--- src/rtl/i2c_reg_sequencer_pkg.sv ---
// rtl/i2c_reg_sequencer_pkg.sv - command codes and sequencer state types for i2c_reg_sequencer
//
// Contents:
//   k_*_CMD      3-bit command codes consumed by the bit-level I2C master
//   seq_state_e  sequencer states (k_SEQ_*)
//   seq_phase_e  per-command phase: ISSUE, SKIP (ignored cycle after accept), WAIT
//   addr_byte    builds the {dev, r/w} address byte
package i2c_reg_sequencer_pkg;

  localparam logic [2:0] k_START_CMD   = 3'd1;
  localparam logic [2:0] k_WRITE_CMD   = 3'd2;
  localparam logic [2:0] k_READ_CMD    = 3'd3;
  localparam logic [2:0] k_STOP_CMD    = 3'd4;
  localparam logic [2:0] k_RESTART_CMD = 3'd5;

  typedef enum logic [3:0] {
    k_SEQ_IDLE    = 4'd0,
    k_SEQ_START   = 4'd1,
    k_SEQ_DEV_W   = 4'd2,
    k_SEQ_REG     = 4'd3,
    k_SEQ_WDATA   = 4'd4,
    k_SEQ_RESTART = 4'd5,
    k_SEQ_DEV_R   = 4'd6,
    k_SEQ_RDATA   = 4'd7,
    k_SEQ_STOP    = 4'd8,
    k_SEQ_DONE    = 4'd9
  } seq_state_e;

  // SKIP is the first WAIT cycle: the master has just taken the command and
  // its ready_out is not yet meaningful.
  typedef enum logic [1:0] {
    k_PH_ISSUE = 2'd0,
    k_PH_SKIP  = 2'd1,
    k_PH_WAIT  = 2'd2
  } seq_phase_e;

  function automatic logic [7:0] addr_byte(input logic [6:0] dev, input logic rd);
    return {dev, rd};
  endfunction

endpackage

--- src/rtl/i2c_cmd_watchdog.sv ---
// rtl/i2c_cmd_watchdog.sv - per-command watchdog counter for i2c_reg_sequencer
//
// Ports:
//   clk, reset  clock, asynchronous active-high reset
//   clr         clear the counter (command accepted by the master)
//   en          count this cycle (sequencer is waiting on the master)
//   expired     counter equals TIMEOUT_CYCLES while enabled
module i2c_cmd_watchdog #(
  parameter logic [15:0] TIMEOUT_CYCLES = 16'hFFFF
) (
  input  logic clk,
  input  logic reset,
  input  logic clr,
  input  logic en,
  output logic expired
);

  logic [15:0] cnt_q;
  logic [15:0] cnt_d;

  always_comb begin
    cnt_d = cnt_q;
    if (clr) begin
      cnt_d = '0;
    end else if (en) begin
      cnt_d = cnt_q + 16'd1;
    end
  end

  always_ff @(posedge clk or posedge reset) begin
    if (reset) begin
      cnt_q <= '0;
    end else begin
      cnt_q <= cnt_d;
    end
  end

  // Qualified by en so a stale count never fires outside a WAIT cycle.
  assign expired = en && (cnt_q == TIMEOUT_CYCLES);

endmodule

--- src/rtl/i2c_reg_sequencer.sv ---
// rtl/i2c_reg_sequencer.sv - register read/write transaction sequencer in front of an I2C master
//
// Optional feature macro: I2C_SEQ_RETRY_EN (retry whole transaction on address NACK, up to 3 times).
//
// Ports:
//   clk, reset                         clock, asynchronous active-high reset
//   req_valid/req_ready                host request handshake (ready only in IDLE)
//   req_rw, req_dev_addr,
//   req_reg_addr, req_wdata            request fields, latched on accept
//   resp_valid                         one-cycle completion pulse
//   resp_rdata, resp_err, resp_timeout held result until the next accept
//   cmd, write, data_in, nack          command strobe and payload to the master
//   ready_out, rx_data, rx_ack         master idle flag and last READ byte / WRITE ack
module i2c_reg_sequencer
  import i2c_reg_sequencer_pkg::*;
#(
  parameter logic [15:0] TIMEOUT_CYCLES = 16'hFFFF
) (
  input  logic       clk,
  input  logic       reset,
  input  logic       req_valid,
  output logic       req_ready,
  input  logic       req_rw,
  input  logic [6:0] req_dev_addr,
  input  logic [7:0] req_reg_addr,
  input  logic [7:0] req_wdata,
  output logic       resp_valid,
  output logic [7:0] resp_rdata,
  output logic       resp_err,
  output logic       resp_timeout,
  output logic [2:0] cmd,
  output logic       write,
  output logic [7:0] data_in,
  output logic       nack,
  input  logic       ready_out,
  input  logic [7:0] rx_data,
  input  logic       rx_ack
);

  seq_state_e state_q, state_d;
  seq_phase_e phase_q, phase_d;
  logic       rw_q, rw_d;
  logic [6:0] dev_q, dev_d;
  logic [7:0] reg_q, reg_d;
  logic [7:0] wdata_q, wdata_d;
  logic [7:0] rdata_q, rdata_d;
  logic       err_q, err_d;
  logic       tmo_q, tmo_d;
`ifdef I2C_SEQ_RETRY_EN
  logic [1:0] retry_cnt_q, retry_cnt_d;
  logic       retry_q, retry_d;
`endif

  logic busy;
  logic accept;
  logic wd_en;
  logic wd_expired;
  logic dev_nack;

  assign busy      = (state_q != k_SEQ_IDLE) && (state_q != k_SEQ_DONE);
  // Gated by reset so the host never sees ready while the block is held in reset.
  assign req_ready = (state_q == k_SEQ_IDLE) && !reset;
  assign accept    = req_valid && req_ready;
  assign write     = busy && (phase_q == k_PH_ISSUE);
  assign wd_en     = busy && (phase_q == k_PH_WAIT);

  assign resp_valid   = (state_q == k_SEQ_DONE);
  assign resp_rdata   = rdata_q;
  assign resp_err     = err_q;
  assign resp_timeout = tmo_q;

  i2c_cmd_watchdog #(
    .TIMEOUT_CYCLES(TIMEOUT_CYCLES)
  ) u_watchdog (
    .clk    (clk),
    .reset  (reset),
    .clr    (write && ready_out),
    .en     (wd_en),
    .expired(wd_expired)
  );

  // Command payload follows the state; write alone qualifies it.
  always_comb begin
    cmd     = k_START_CMD;
    data_in = '0;
    nack    = 1'b0;
    case (state_q)
      k_SEQ_START:   cmd = k_START_CMD;
      k_SEQ_DEV_W: begin
        cmd     = k_WRITE_CMD;
        data_in = addr_byte(dev_q, 1'b0);
      end
      k_SEQ_REG: begin
        cmd     = k_WRITE_CMD;
        data_in = reg_q;
      end
      k_SEQ_WDATA: begin
        cmd     = k_WRITE_CMD;
        data_in = wdata_q;
      end
      k_SEQ_RESTART: cmd = k_RESTART_CMD;
      k_SEQ_DEV_R: begin
        cmd     = k_WRITE_CMD;
        data_in = addr_byte(dev_q, 1'b1);
      end
      k_SEQ_RDATA: begin
        cmd  = k_READ_CMD;
        nack = 1'b1;
      end
      k_SEQ_STOP:    cmd = k_STOP_CMD;
      default:       ;
    endcase
  end

  always_comb begin
    state_d  = state_q;
    phase_d  = phase_q;
    rw_d     = rw_q;
    dev_d    = dev_q;
    reg_d    = reg_q;
    wdata_d  = wdata_q;
    rdata_d  = rdata_q;
    err_d    = err_q;
    tmo_d    = tmo_q;
    dev_nack = 1'b0;
`ifdef I2C_SEQ_RETRY_EN
    retry_cnt_d = retry_cnt_q;
    retry_d     = retry_q;
`endif

    case (state_q)
      k_SEQ_IDLE: begin
        phase_d = k_PH_ISSUE;
        if (accept) begin
          rw_d    = req_rw;
          dev_d   = req_dev_addr;
          reg_d   = req_reg_addr;
          wdata_d = req_wdata;
          rdata_d = '0;
          err_d   = 1'b0;
          tmo_d   = 1'b0;
          state_d = k_SEQ_START;
`ifdef I2C_SEQ_RETRY_EN
          retry_cnt_d = '0;
          retry_d     = 1'b0;
`endif
        end
      end

      k_SEQ_DONE: begin
        state_d = k_SEQ_IDLE;
        phase_d = k_PH_ISSUE;
      end

      default: begin
        case (phase_q)
          // write is high throughout ISSUE, so ready_out alone means accepted;
          // the watchdog does not run here however long the master stalls.
          k_PH_ISSUE: if (ready_out) phase_d = k_PH_SKIP;
          k_PH_SKIP:  phase_d = k_PH_WAIT;
          default: begin
            // Completion beats a simultaneous expiry: the master did finish.
            if (ready_out) begin
              phase_d = k_PH_ISSUE;
              case (state_q)
                k_SEQ_START: state_d = k_SEQ_DEV_W;
                k_SEQ_DEV_W: begin
                  if (rx_ack) state_d = k_SEQ_REG;
                  else        dev_nack = 1'b1;
                end
                k_SEQ_REG: begin
                  if (!rx_ack) begin
                    err_d   = 1'b1;
                    state_d = k_SEQ_STOP;
                  end else begin
                    state_d = rw_q ? k_SEQ_RESTART : k_SEQ_WDATA;
                  end
                end
                k_SEQ_WDATA: begin
                  if (!rx_ack) err_d = 1'b1;
                  state_d = k_SEQ_STOP;
                end
                k_SEQ_RESTART: state_d = k_SEQ_DEV_R;
                k_SEQ_DEV_R: begin
                  if (rx_ack) state_d = k_SEQ_RDATA;
                  else        dev_nack = 1'b1;
                end
                k_SEQ_RDATA: begin
                  rdata_d = rx_data;
                  state_d = k_SEQ_STOP;
                end
                k_SEQ_STOP: begin
`ifdef I2C_SEQ_RETRY_EN
                  if (retry_q) begin
                    retry_d = 1'b0;
                    state_d = k_SEQ_START;
                  end else begin
                    state_d = k_SEQ_DONE;
                  end
`else
                  state_d = k_SEQ_DONE;
`endif
                end
                default: ;
              endcase
            end else if (wd_expired) begin
              // Master presumed hung: report without issuing STOP.
              state_d = k_SEQ_DONE;
              phase_d = k_PH_ISSUE;
              err_d   = 1'b1;
              tmo_d   = 1'b1;
`ifdef I2C_SEQ_RETRY_EN
              retry_d = 1'b0;
`endif
            end
          end
        endcase
      end
    endcase

    // Address-byte NACK: release the bus with STOP, then either retry or fail.
    if (dev_nack) begin
      state_d = k_SEQ_STOP;
`ifdef I2C_SEQ_RETRY_EN
      if (retry_cnt_q != 2'd3) begin
        retry_cnt_d = retry_cnt_q + 2'd1;
        retry_d     = 1'b1;
      end else begin
        err_d = 1'b1;
      end
`else
      err_d = 1'b1;
`endif
    end
  end

  always_ff @(posedge clk or posedge reset) begin
    if (reset) begin
      state_q <= k_SEQ_IDLE;
      phase_q <= k_PH_ISSUE;
      rw_q    <= 1'b0;
      dev_q   <= '0;
      reg_q   <= '0;
      wdata_q <= '0;
      rdata_q <= '0;
      err_q   <= 1'b0;
      tmo_q   <= 1'b0;
    end else begin
      state_q <= state_d;
      phase_q <= phase_d;
      rw_q    <= rw_d;
      dev_q   <= dev_d;
      reg_q   <= reg_d;
      wdata_q <= wdata_d;
      rdata_q <= rdata_d;
      err_q   <= err_d;
      tmo_q   <= tmo_d;
    end
  end

`ifdef I2C_SEQ_RETRY_EN
  always_ff @(posedge clk or posedge reset) begin
    if (reset) begin
      retry_cnt_q <= '0;
      retry_q     <= 1'b0;
    end else begin
      retry_cnt_q <= retry_cnt_d;
      retry_q     <= retry_d;
    end
  end
`endif

endmodule

--- config.mk ---
export PLATFORM = sky130hd
export DESIGN_NAME = i2c_reg_sequencer
export DESIGN_NICKNAME = d
export VERILOG_FILES = /design/src/rtl/i2c_reg_sequencer_pkg.sv /design/src/rtl/i2c_cmd_watchdog.sv /design/src/rtl/i2c_reg_sequencer.sv
export SDC_FILE = /design/constraint.sdc
export NUM_CORES = 1
export LEC_CHECK = 0
export ABC_AREA = 1
export BUFFER_PORTS_ARGS = -buffer_cell sky130_fd_sc_hd__clkbuf_2
export CAP_MARGIN = 30
export CORE_MARGIN = 1.5
export CORE_UTILIZATION = 52
export CTS_BUF_LIST = sky130_fd_sc_hd__clkbuf_8
export CTS_CLUSTER_DIAMETER = 50
export DETAILED_ROUTE_END_ITERATION = 7
export PLACE_DENSITY = 0.87
export SETUP_SLACK_MARGIN = 0.02
export SYNTH_ARGS = -nofsm -noshare
export SYNTH_HDL_FRONTEND = slang
export SYNTH_SLANG_ARGS = --single-unit
--- constraint.sdc ---
create_clock -name clk -period 1.55 [get_ports clk]
set_input_delay 0.31 -clock clk [delete_from_list [all_inputs] [get_ports clk]]
set_output_delay 0.31 -clock clk [all_outputs]
set_load 0.01 [all_outputs]
==> impl_metrics.toml, run 1 <==
[logic_synthesis]
ys_seq_elements = 56
synth_cell_type_count = 32
yosysSeqAreaShare = 0.450
synth_most_common_cell = "nand2_1"
synth_top_area_share = 0.450
netlist_area_sq_um = 3120
ys_top_cells_by_area = "dfrtp_1 (45%), nand2_1 (12%), mux2_2 (6.9%)"
synthesis.instances = 375
yosysTopAreaCell = "dfrtp_1"
syn_area_per_cell_sq_um = 8.31
async_flop_share = 1.00
yosysWarnings = 0
ys_dominant_reg_cell = "dfrtp_1"
syn_nets = 413
ys_top_cells_by_count = "nand2_1 (99), dfrtp_1 (56), nand3_1 (41)"
synth_edf_count = 0

[sta]
post-route-min-period_ns = 1.91
fin_skew_ns = 0.0180
setup_viol = 71
timing.hold.ws_ns = 0.195
max-slew-margin-rel = 0.519
finalCritPeriodShare = 1.23
fin_ws_ns = -0.355
rsz0062_at_grt = "yes"
tightest_slew_ns = 0.722
fmax_mhz = 525
hold_violations = 0
finalMaxSlewViolations = 0

[global_routing]
grt_overflow = 0
antenna_found_initial = 0
first_global_vias = 3261
grt_pass1_wl_um = 15300
grt_util_all_layers = 0.315
grt_max_degree = 57

[critical_path]
path_delay_family = "flip-flops"
worst_r2r_path_depth = 11
crit_path_max_incr_delay_ns = 0.49
required_ns = 1.24
critPathBufInv = 4
cp_cell_sequence = "nor2_4, buf_6, nand2_8, nand2_8, inv_4, nand3_4, inv_2, buf_6"
end_kind = "primary output"
worst_path_max_delay_cell = "dfrtp_2"
critPathLaunchType = "flip-flop"
crit_type = "flip-flop to primary output"
arrival_ns = 1.60
crit_fanout = 5
path_depth = 8
r2r_slack_ns = -0.31

[place]
hpwl_um = 5760
place_ws_ns = -0.151
gp_congestion = 0.929
place_inst = 540
io_buffers = 61

[flow_run]
maxCapViolations = 0

[drt]
wirelength_um = 11900
drt_iter0_markers = 345
via_per_inst = 6.18
drc = 0
ant_nets = 0
via_count = 3573
firstDrtPassIters = 5
wl_per_cell_um = 20.6

[clocking]
cts_tree = "built"
cts-buffers-inserted = 5
cts_hold_buffers = 0
cts_buffer_depth = 2
htreeDepth = 2
clock-root-buffer = "clkbuf_8"
clkSinkCount = 56
clk_latency_ns = 0.34
clkTransAtPathRegs_ns = 0.12

[die]
die_h_um = 80.4
die_x_um = 80.4
start_util = 0.533
dieArea_sq_um = 6470
coreArea_sq_um = 5850
io_pins = 62
num_rows = 28

[power]
ir_worst_vdd_v = 0.000971
power.leakage_nw = 2.39
power.density_nw_per_um2 = 1760

[layout]
antenna_cells = 0
stdcell_count = 578
areaGrowthSynthToFinish_pct = 51.3
final_core_utilization = 0.806
drive_gt1_frac = 0.535
fin_nets = 540

[min_path]
hold_class = "input port to flip-flop"
whs_path_depth = 3

[status]
violations = "negative setup slack"
status = "finished, violations left"
[registers in the layout, summed over array words and instances (netlist names)]
register          cells
rw_q                  1
phase_q               2
state_q               4
resp_rdata            8
resp_timeout          1
u_watchdog.cnt_q     16
wdata_q               8
dev_q                 7
resp_err              1
reg_q                 8
[power breakdown]
part | internal, W | switching, W
Sequential | 0.00199 | 0.000464
Clock | 0.000491 | 0.000537
Combinational | 0.00220 | 0.00263
Total | 0.00468 | 0.00364
[worst paths after layout]
check                      startpoint       endpoint
min in group asynchronous       reset       dev_q[4]
max                        state_q[3]          write
min                        rx_data[6]  resp_rdata[6]
max reg2reg                state_q[0]     state_q[1]
max in group asynchronous       reset     state_q[2]
min reg2reg                wdata_q[7]     wdata_q[7]
[stage by stage]
stage	total power, W	area (sq um)	TNS, ns
global placement	0.00521	3750	-0.715
detailed placement	0.00534	3750	-1.77
finish	0.00831	4720	-14.73
CTS	0.00714	4340	-6.30
floorplan	0.00418	3120	-1.40
global route	0.00870	4720	-18.01
[layer usage]
metal / share of wire / global-route usage / vias to the layer above
li1: - / - / 1485
met1: 0.35 / 0.350 / 1709
met2: 0.49 / 0.532 / 267
met3: 0.088 / 0.0864 / 110
met4: 0.075 / 0.193 / 2
met5: 0.0024 / 0 / -
[cell usage in the layout (no fill, tap or decap), drive strengths merged]
cell type / Yosys / layout
a31o: 1 / 1
buf: 8 / 80
dfrtp: 56 / 56
o21ai: 17 / 17
nor3: 7 / 7
nand3: 43 / 43
clkinv: 0 / 1
nand2: 105 / 105
a31oi: 1 / 1
ha: 1 / 1
a21oi: 17 / 17
xor2: 1 / 1
mux2: 23 / 23
o211ai: 1 / 1
clkinvlp: 0 / 1
nand4: 12 / 12
clkbuf: 0 / 53
and3: 1 / 1
nor2: 38 / 38
inv: 42 / 42
bufinv: 0 / 1
nor3b: 1 / 1
[area by class of cell]
cell class	count	area (sq um)
multi-input cells	269	1920
flip-flops and latches	56	1410
repair buffers	128	1010
inverters	42	176
clock buffers	5	68.8
fillers	297	1130
well taps	75	93.8
clock inverters	3	46.3
[tightest hold or removal path: stages]
cell	delay (ns)
clkbuf_2	0.09
nand3_2	0.07
o21ai_2	0.04
[timing repair]
action                                  4_1_cts  5_1_grt
resized for setup                            82      103
hold endpoints to repair                      0        0
cloned                                        1        1
endpoints found under the setup margin       64       71
buffers inserted                             25        7
pin swaps                                    15       43
[logic make-up (layout without fill, tap and decap cells)]
group                      count (synthesis)  count (layout)  synth area share
DFF                                       56              56             0.450
muxes                                     23              23            0.0879
and+or+nand+nor                          207             207             0.313
xor gates and xnor gates                   1               1           0.00281
adders and majority gates                  1               1           0.00401
AOI/OAI and AO/OA                         37              37            0.0691
buffers and inverters                     50             178            0.0735
No activity file was read; power rests on OpenSTA's default activity.
==> run 2, diff against run 1 <==
CORE_UTILIZATION = 50   (was 52)
CTS_BUF_LIST = default   (was sky130_fd_sc_hd__clkbuf_8)
PLACE_DENSITY = 0.84   (was 0.87)
==> run 2 against run 1 <==
Against the previous run:
- the flow still finishes with violations (negative setup slack)
- setup slack got worse by 0.056 ns
- non-clock buffer count rose by 2
- cell area rose by 4.5%
- cell count rose by 0.35%
- sequential power barely moved
- global-route usage fell by 2.0 points
- critical endpoint is now resp_rdata[2]
==> impl_metrics.toml, run 2 (same netlist as run 1, synthesis figures left out) <==
[clocking]
cts_buffer_depth = 2
clkSinkCount = 56
cts_hold_buffers = 0
clkTransAtPathRegs_ns = 0.11
htreeDepth = 2
cts-buffers-inserted = 5
cts_tree = "built"
clock-root-buffer = "clkbuf_8"
clk_latency_ns = 0.32

[critical_path]
required_ns = 1.77
crit_fanout = 8
cpMostUsedCell = "nor2_4"
crit_type = "flip-flop to flip-flop"
crit_path_max_incr_delay_ns = 0.48
end_kind = "flip-flop"
worst_path_max_delay_cell = "dfrtp_2"
critPathBufInv = 2
path_delay_family = "simple AND/OR/NAND/NOR gates"
arrival_ns = 2.18
critPathLaunchType = "flip-flop"
cp_cell_sequence = "nor2_4, nand2_4, nor2_4, buf_6, nand2_8, a21oi_4, buf_12, nand3_2, o21ai_1"
r2r_slack_ns = -0.41

[sta]
fin_ws_ns = -0.411
fmax_mhz = 510
timing.hold.ws_ns = 0.209
post-route-min-period_ns = 1.96
finalCritPeriodShare = 1.27
tightest_slew_ns = 0.731
finalMaxSlewViolations = 0
fin_skew_ns = 0.00555
max-slew-margin-rel = 0.512
rsz0062_at_grt = "yes"
hold_violations = 0
setup_viol = 69

[power]
power.leakage_nw = 2.43
power.density_nw_per_um2 = 1730
ir_worst_vdd_v = 0.00119
combPwrFrac = 0.596
sequentialPowerShare = 0.286
internal_power_w = 0.00484
p_sw_frac = 0.431
p_sw_w = 0.00367
pwr-share-clk = 0.119

[drt]
drc = 0
wirelength_um = 12300
firstDrtPassIters = 6
via_per_inst = 6.08
drt_iter0_markers = 312
via_count = 3526
ant_nets = 0
wl_per_cell_um = 21.2

[die]
dieArea_sq_um = 6720
num_rows = 28
coreArea_sq_um = 5960
die_h_um = 82.0
start_util = 0.523
die_x_um = 82.0
io_pins = 62

[place]
hpwl_um = 5770
io_buffers = 61
place_ws_ns = -0.0742
gp_congestion = 0.921

[layout]
layout_commonest_cell = "nand2_1"
final_core_utilization = 0.828
fin_nets = 542
layout_common_cells = "nand2_1 (68), dfrtp_1 (52), clkbuf_2 (46), buf_6 (41), buf_4 (31)"
areaGrowthSynthToFinish_pct = 58.2
antenna_cells = 0
top_register = "u_watchdog.cnt_q"
largest_reg_flops = 16
drive_gt1_frac = 0.556

[status]
status = "finished, violations left"
violations = "negative setup slack"

[min_path]
hold_class = "input port to flip-flop"

[global_routing]
grt_pass1_wl_um = 15000
grt_util_all_layers = 0.295
grt_overflow = 0
antenna_found_initial = 0
grt_max_degree = 57
first_global_vias = 3276

[flow_run]
maxCapViolations = 0
## run 2: cell types whose count changed in the layout (fill, tap and decap cells not counted), moves of 4 or more
| cell | previous run | this run |
|---|---|---|
| buf_4 | 38 | 31 |
| buf_6 | 37 | 41 |
| nand2_4 | 15 | 19 |
| nand2_1 | 73 | 68 |
| nor2_4 | 10 | 14 |
## run 2: final timing paths
| path | from | to | cells after the start |
|---|---|---|---|
| worst min-delay path | rx_data[3] | resp_rdata[3] | 3 |
| worst min register to register | wdata_q[7] | wdata_q[7] | 1 |
| worst max register to register | state_q[0] | resp_rdata[2] | 9 |
| min in group asynchronous | reset | reg_q[0] | 3 |
| worst max-delay path | state_q[0] | resp_rdata[2] | 9 |
| max in group asynchronous | reset | state_q[1] | 3 |
## run 2: area by class of cell
class / count / area (sq um)
fillers: 291 / 1030
flip-flops and latches: 56 / 1410
repair buffers: 130 / 1130
well taps: 75 / 93.8
inverters: 42 / 184
clock buffers: 6 / 72.6
multi-input cells: 269 / 2010
clock inverters: 2 / 38.8
## run 2: metal layers
metal / track usage / vias up / wire length, um
met3: 0.0556 / 104 / 872
li1: - / 1501 / -
met4: 0.149 / 0 / 931
met1: 0.344 / 1658 / 4160
met5: 0 / - / 0
met2: 0.516 / 263 / 6330
## run 2: stage by stage
stage	std cells	setup TNS, ns	total power (W)	instance area [sq um]
6_report	580	-14.09	0.00852	4930
5_1_grt	580	-17.06	0.00889	4930
4_1_cts	570	-7.90	0.00715	4400
3_5_place_dp	543	-0.845	0.00533	3780
3_3_place_gp	543	-0.131	0.00521	3780
2_1_floorplan	375	-1.40	0.00418	3120
## run 2: timing repair
action / in CTS / in global routing
setup endpoints to repair: 63 / 70
cloned: 5 / 1
pin swaps: 17 / 37
gates resized for setup: 90 / 132
setup buffers: 14 / 11
## run 2: power groups by stage
stage               Combinational [W]  Sequential (W)  Clock (W)
CTS                           0.00382         0.00233   0.000998
global route                  0.00535         0.00248    0.00106
floorplan                     0.00188         0.00231          0
detailed placement            0.00299         0.00234          0
global placement              0.00291         0.00230          0
finish                        0.00507         0.00243    0.00101
## run 2: tightest hold or removal path, stage by stage
cell and delay [ns]:
clkbuf_2 0.09, nand3_2 0.06, o21ai_1 0.05
==> run 3, diff against run 2 <==
SETUP_SLACK_MARGIN = default   (was 0.02)
==> run 3 against run 2 <==
Against the previous run:
- the flow still finishes with violations (negative setup slack)
- total power is 5.9% lower
- critical path depth down 4
- routed wire length is 9.5% lower
- via count shrank 3.9%
- setup slack better by 0.052 ns
- clock skew shrank 0.0019 ns
- worst hold slack better by 0.0095 ns
- cell area fell by 3.5%
- non-clock buffer count is 4 lower
- register-to-register slack better by 0.20 ns
- highest routed layer unchanged
==> impl_metrics.toml, run 3 (same netlist as run 1, synthesis figures left out) <==
[status]
status = "finished, violations left"
violations = "negative setup slack"

[sta]
timing.hold.ws_ns = 0.219
finalCritPeriodShare = 1.23
rsz0062_at_grt = "yes"
fmax_mhz = 524
fin_ws_ns = -0.360
hold_violations = 0
tightest_slew_ns = 0.716
fin_skew_ns = 0.00360
post-route-min-period_ns = 1.91
finalMaxSlewViolations = 0
max-slew-margin-rel = 0.523
setup_viol = 69

[drt]
via_per_inst = 5.89
route.met3.wl_um = 647
drc = 0
wirelength_um = 11100
wl_per_cell_um = 19.3
dr_wl_met2_um = 5900
firstDrtPassIters = 5
drt_iter0_markers = 254
via_count = 3390
dr.max_layer_used = "met4"
wl_met1_um = 3970
ant_nets = 0

[power]
power.density_nw_per_um2 = 1680
p_sw_w = 0.00338
combPwrFrac = 0.577
p_sw_frac = 0.421
pwr-share-clk = 0.124
sequentialPowerShare = 0.299
internal_power_w = 0.00464
ir_worst_vdd_v = 0.00109
power.leakage_nw = 2.36

[critical_path]
crit_type = "flip-flop to primary output"
critPathBufInv = 2
worst_path_max_delay_cell = "dfrtp_2"
path_delay_family = "flip-flops"
required_ns = 1.24
critPathLaunchType = "flip-flop"
cp_cell_sequence = "nor2_4, nand2_2, buf_4, o211ai_1, buf_2"
crit_path_max_incr_delay_ns = 0.50
end_kind = "primary output"
arrival_ns = 1.60
crit_fanout = 5

[layout]
final_core_utilization = 0.799
fin_nets = 538
antenna_cells = 0
drive_gt1_frac = 0.537
areaGrowthSynthToFinish_pct = 52.7
fillers = 323
layout_common_cells = "nand2_1 (71), dfrtp_1 (52), clkbuf_2 (48), buf_6 (36), buf_4 (32)"
layout_commonest_cell = "nand2_1"
top_register = "u_watchdog.cnt_q"
largest_reg_flops = 16
stdcell_count = 576

[clocking]
clkTransAtPathRegs_ns = 0.10
clock-root-buffer = "clkbuf_8"
cts_buffer_depth = 2
cts_hold_buffers = 0
clk_latency_ns = 0.31
htreeDepth = 2
clkSinkCount = 56
cts-buffers-inserted = 5
cts_tree = "built"

[global_routing]
first_global_vias = 3160
grt_overflow = 0
antenna_found_initial = 0
grt_util_all_layers = 0.276
grt_max_degree = 57
grt_pass1_wl_um = 14100

[die]
dieArea_sq_um = 6720
start_util = 0.523
die_h_um = 82.0
die_x_um = 82.0
io_pins = 62
coreArea_sq_um = 5960
num_rows = 28

[place]
place_ws_ns = -0.0742
hpwl_um = 5770
gp_congestion = 0.921
place_inst = 543
io_buffers = 61

[flow_run]
maxCapViolations = 0

[min_path]
hold_class = "input port to flip-flop"
## run 3: power by group through the flow
stage	Sequential (W)	Clock (W)	Combinational, W
after global routing	0.00245	0.00106	0.00493
after floorplan	0.00231	0	0.00188
after CTS	0.00233	0.000998	0.00371
after detailed placement	0.00234	0	0.00299
final	0.00240	0.000992	0.00463
after global placement	0.00230	0	0.00291
## run 3: layer usage
layer | vias up | GRT usage
met3 | 65 | 0.0456
met4 | 0 | 0.129
met5 | - | 0
met1 | 1669 | 0.332
li1 | 1478 | -
met2 | 178 | 0.479
## run 3: worst paths after layout
| path | end | slack [ns] | cells after the start | startpoint |
|---|---|---|---|---|
| min in group asynchronous | dev_q[4] | 0.31 | 3 | reset |
| hold / removal | reg_q[3] | 0.22 | 2 | req_reg_addr[3] |
| setup reg to reg | resp_rdata[5] | -0.21 | 9 | state_q[3] |
| hold reg to reg | reg_q[6] | 0.52 | 1 | reg_q[6] |
| max in group asynchronous | state_q[1] | 0.73 | 3 | reset |
| setup / recovery | data_in[0] | -0.36 | 5 | state_q[3] |
## run 3: per-stage QoR
stage | cell area, sq um | total power [W] | TNS, ns
2_1_floorplan | 3120 | 0.00418 | -1.40
3_3_place_gp | 3780 | 0.00521 | -0.131
3_5_place_dp | 3780 | 0.00533 | -0.845
4_1_cts | 4300 | 0.00704 | -7.34
5_1_grt | 4760 | 0.00844 | -13.60
6_report | 4760 | 0.00802 | -10.03
## run 3: worst reg2reg max path: stages (launching register included)
cell	delay [ns]
dfrtp_2	0.50
nor2_4	0.18
nand2_4	0.11
nor2_4	0.13
buf_6	0.13
nand2_8	0.10
a21oi_4	0.22
clkbuf_16	0.19
nand3_2	0.05
o21ai_1	0.08
## run 3: area by class of cell
| class | instances | area (sq um) | area share |
|---|---|---|---|
| clock buffer | 6 | 72.6 | 0.0152 |
| multi-input combinational | 269 | 1930 | 0.405 |
| inverter | 42 | 171 | 0.0360 |
| sequential | 56 | 1410 | 0.295 |
| timing repair buffer | 126 | 1050 | 0.221 |
| clock inverter | 2 | 38.8 | 0.00815 |
| tap | 75 | 93.8 | 0.0197 |
## run 3: repair_timing
| action | in CTS | in global routing |
|---|---|---|
| pin swaps | 16 | 41 |
| gates cloned | 4 | 2 |
| buffers inserted | 13 | 8 |
| endpoints found under the setup margin | 47 | 70 |
| resized for setup | 74 | 112 |
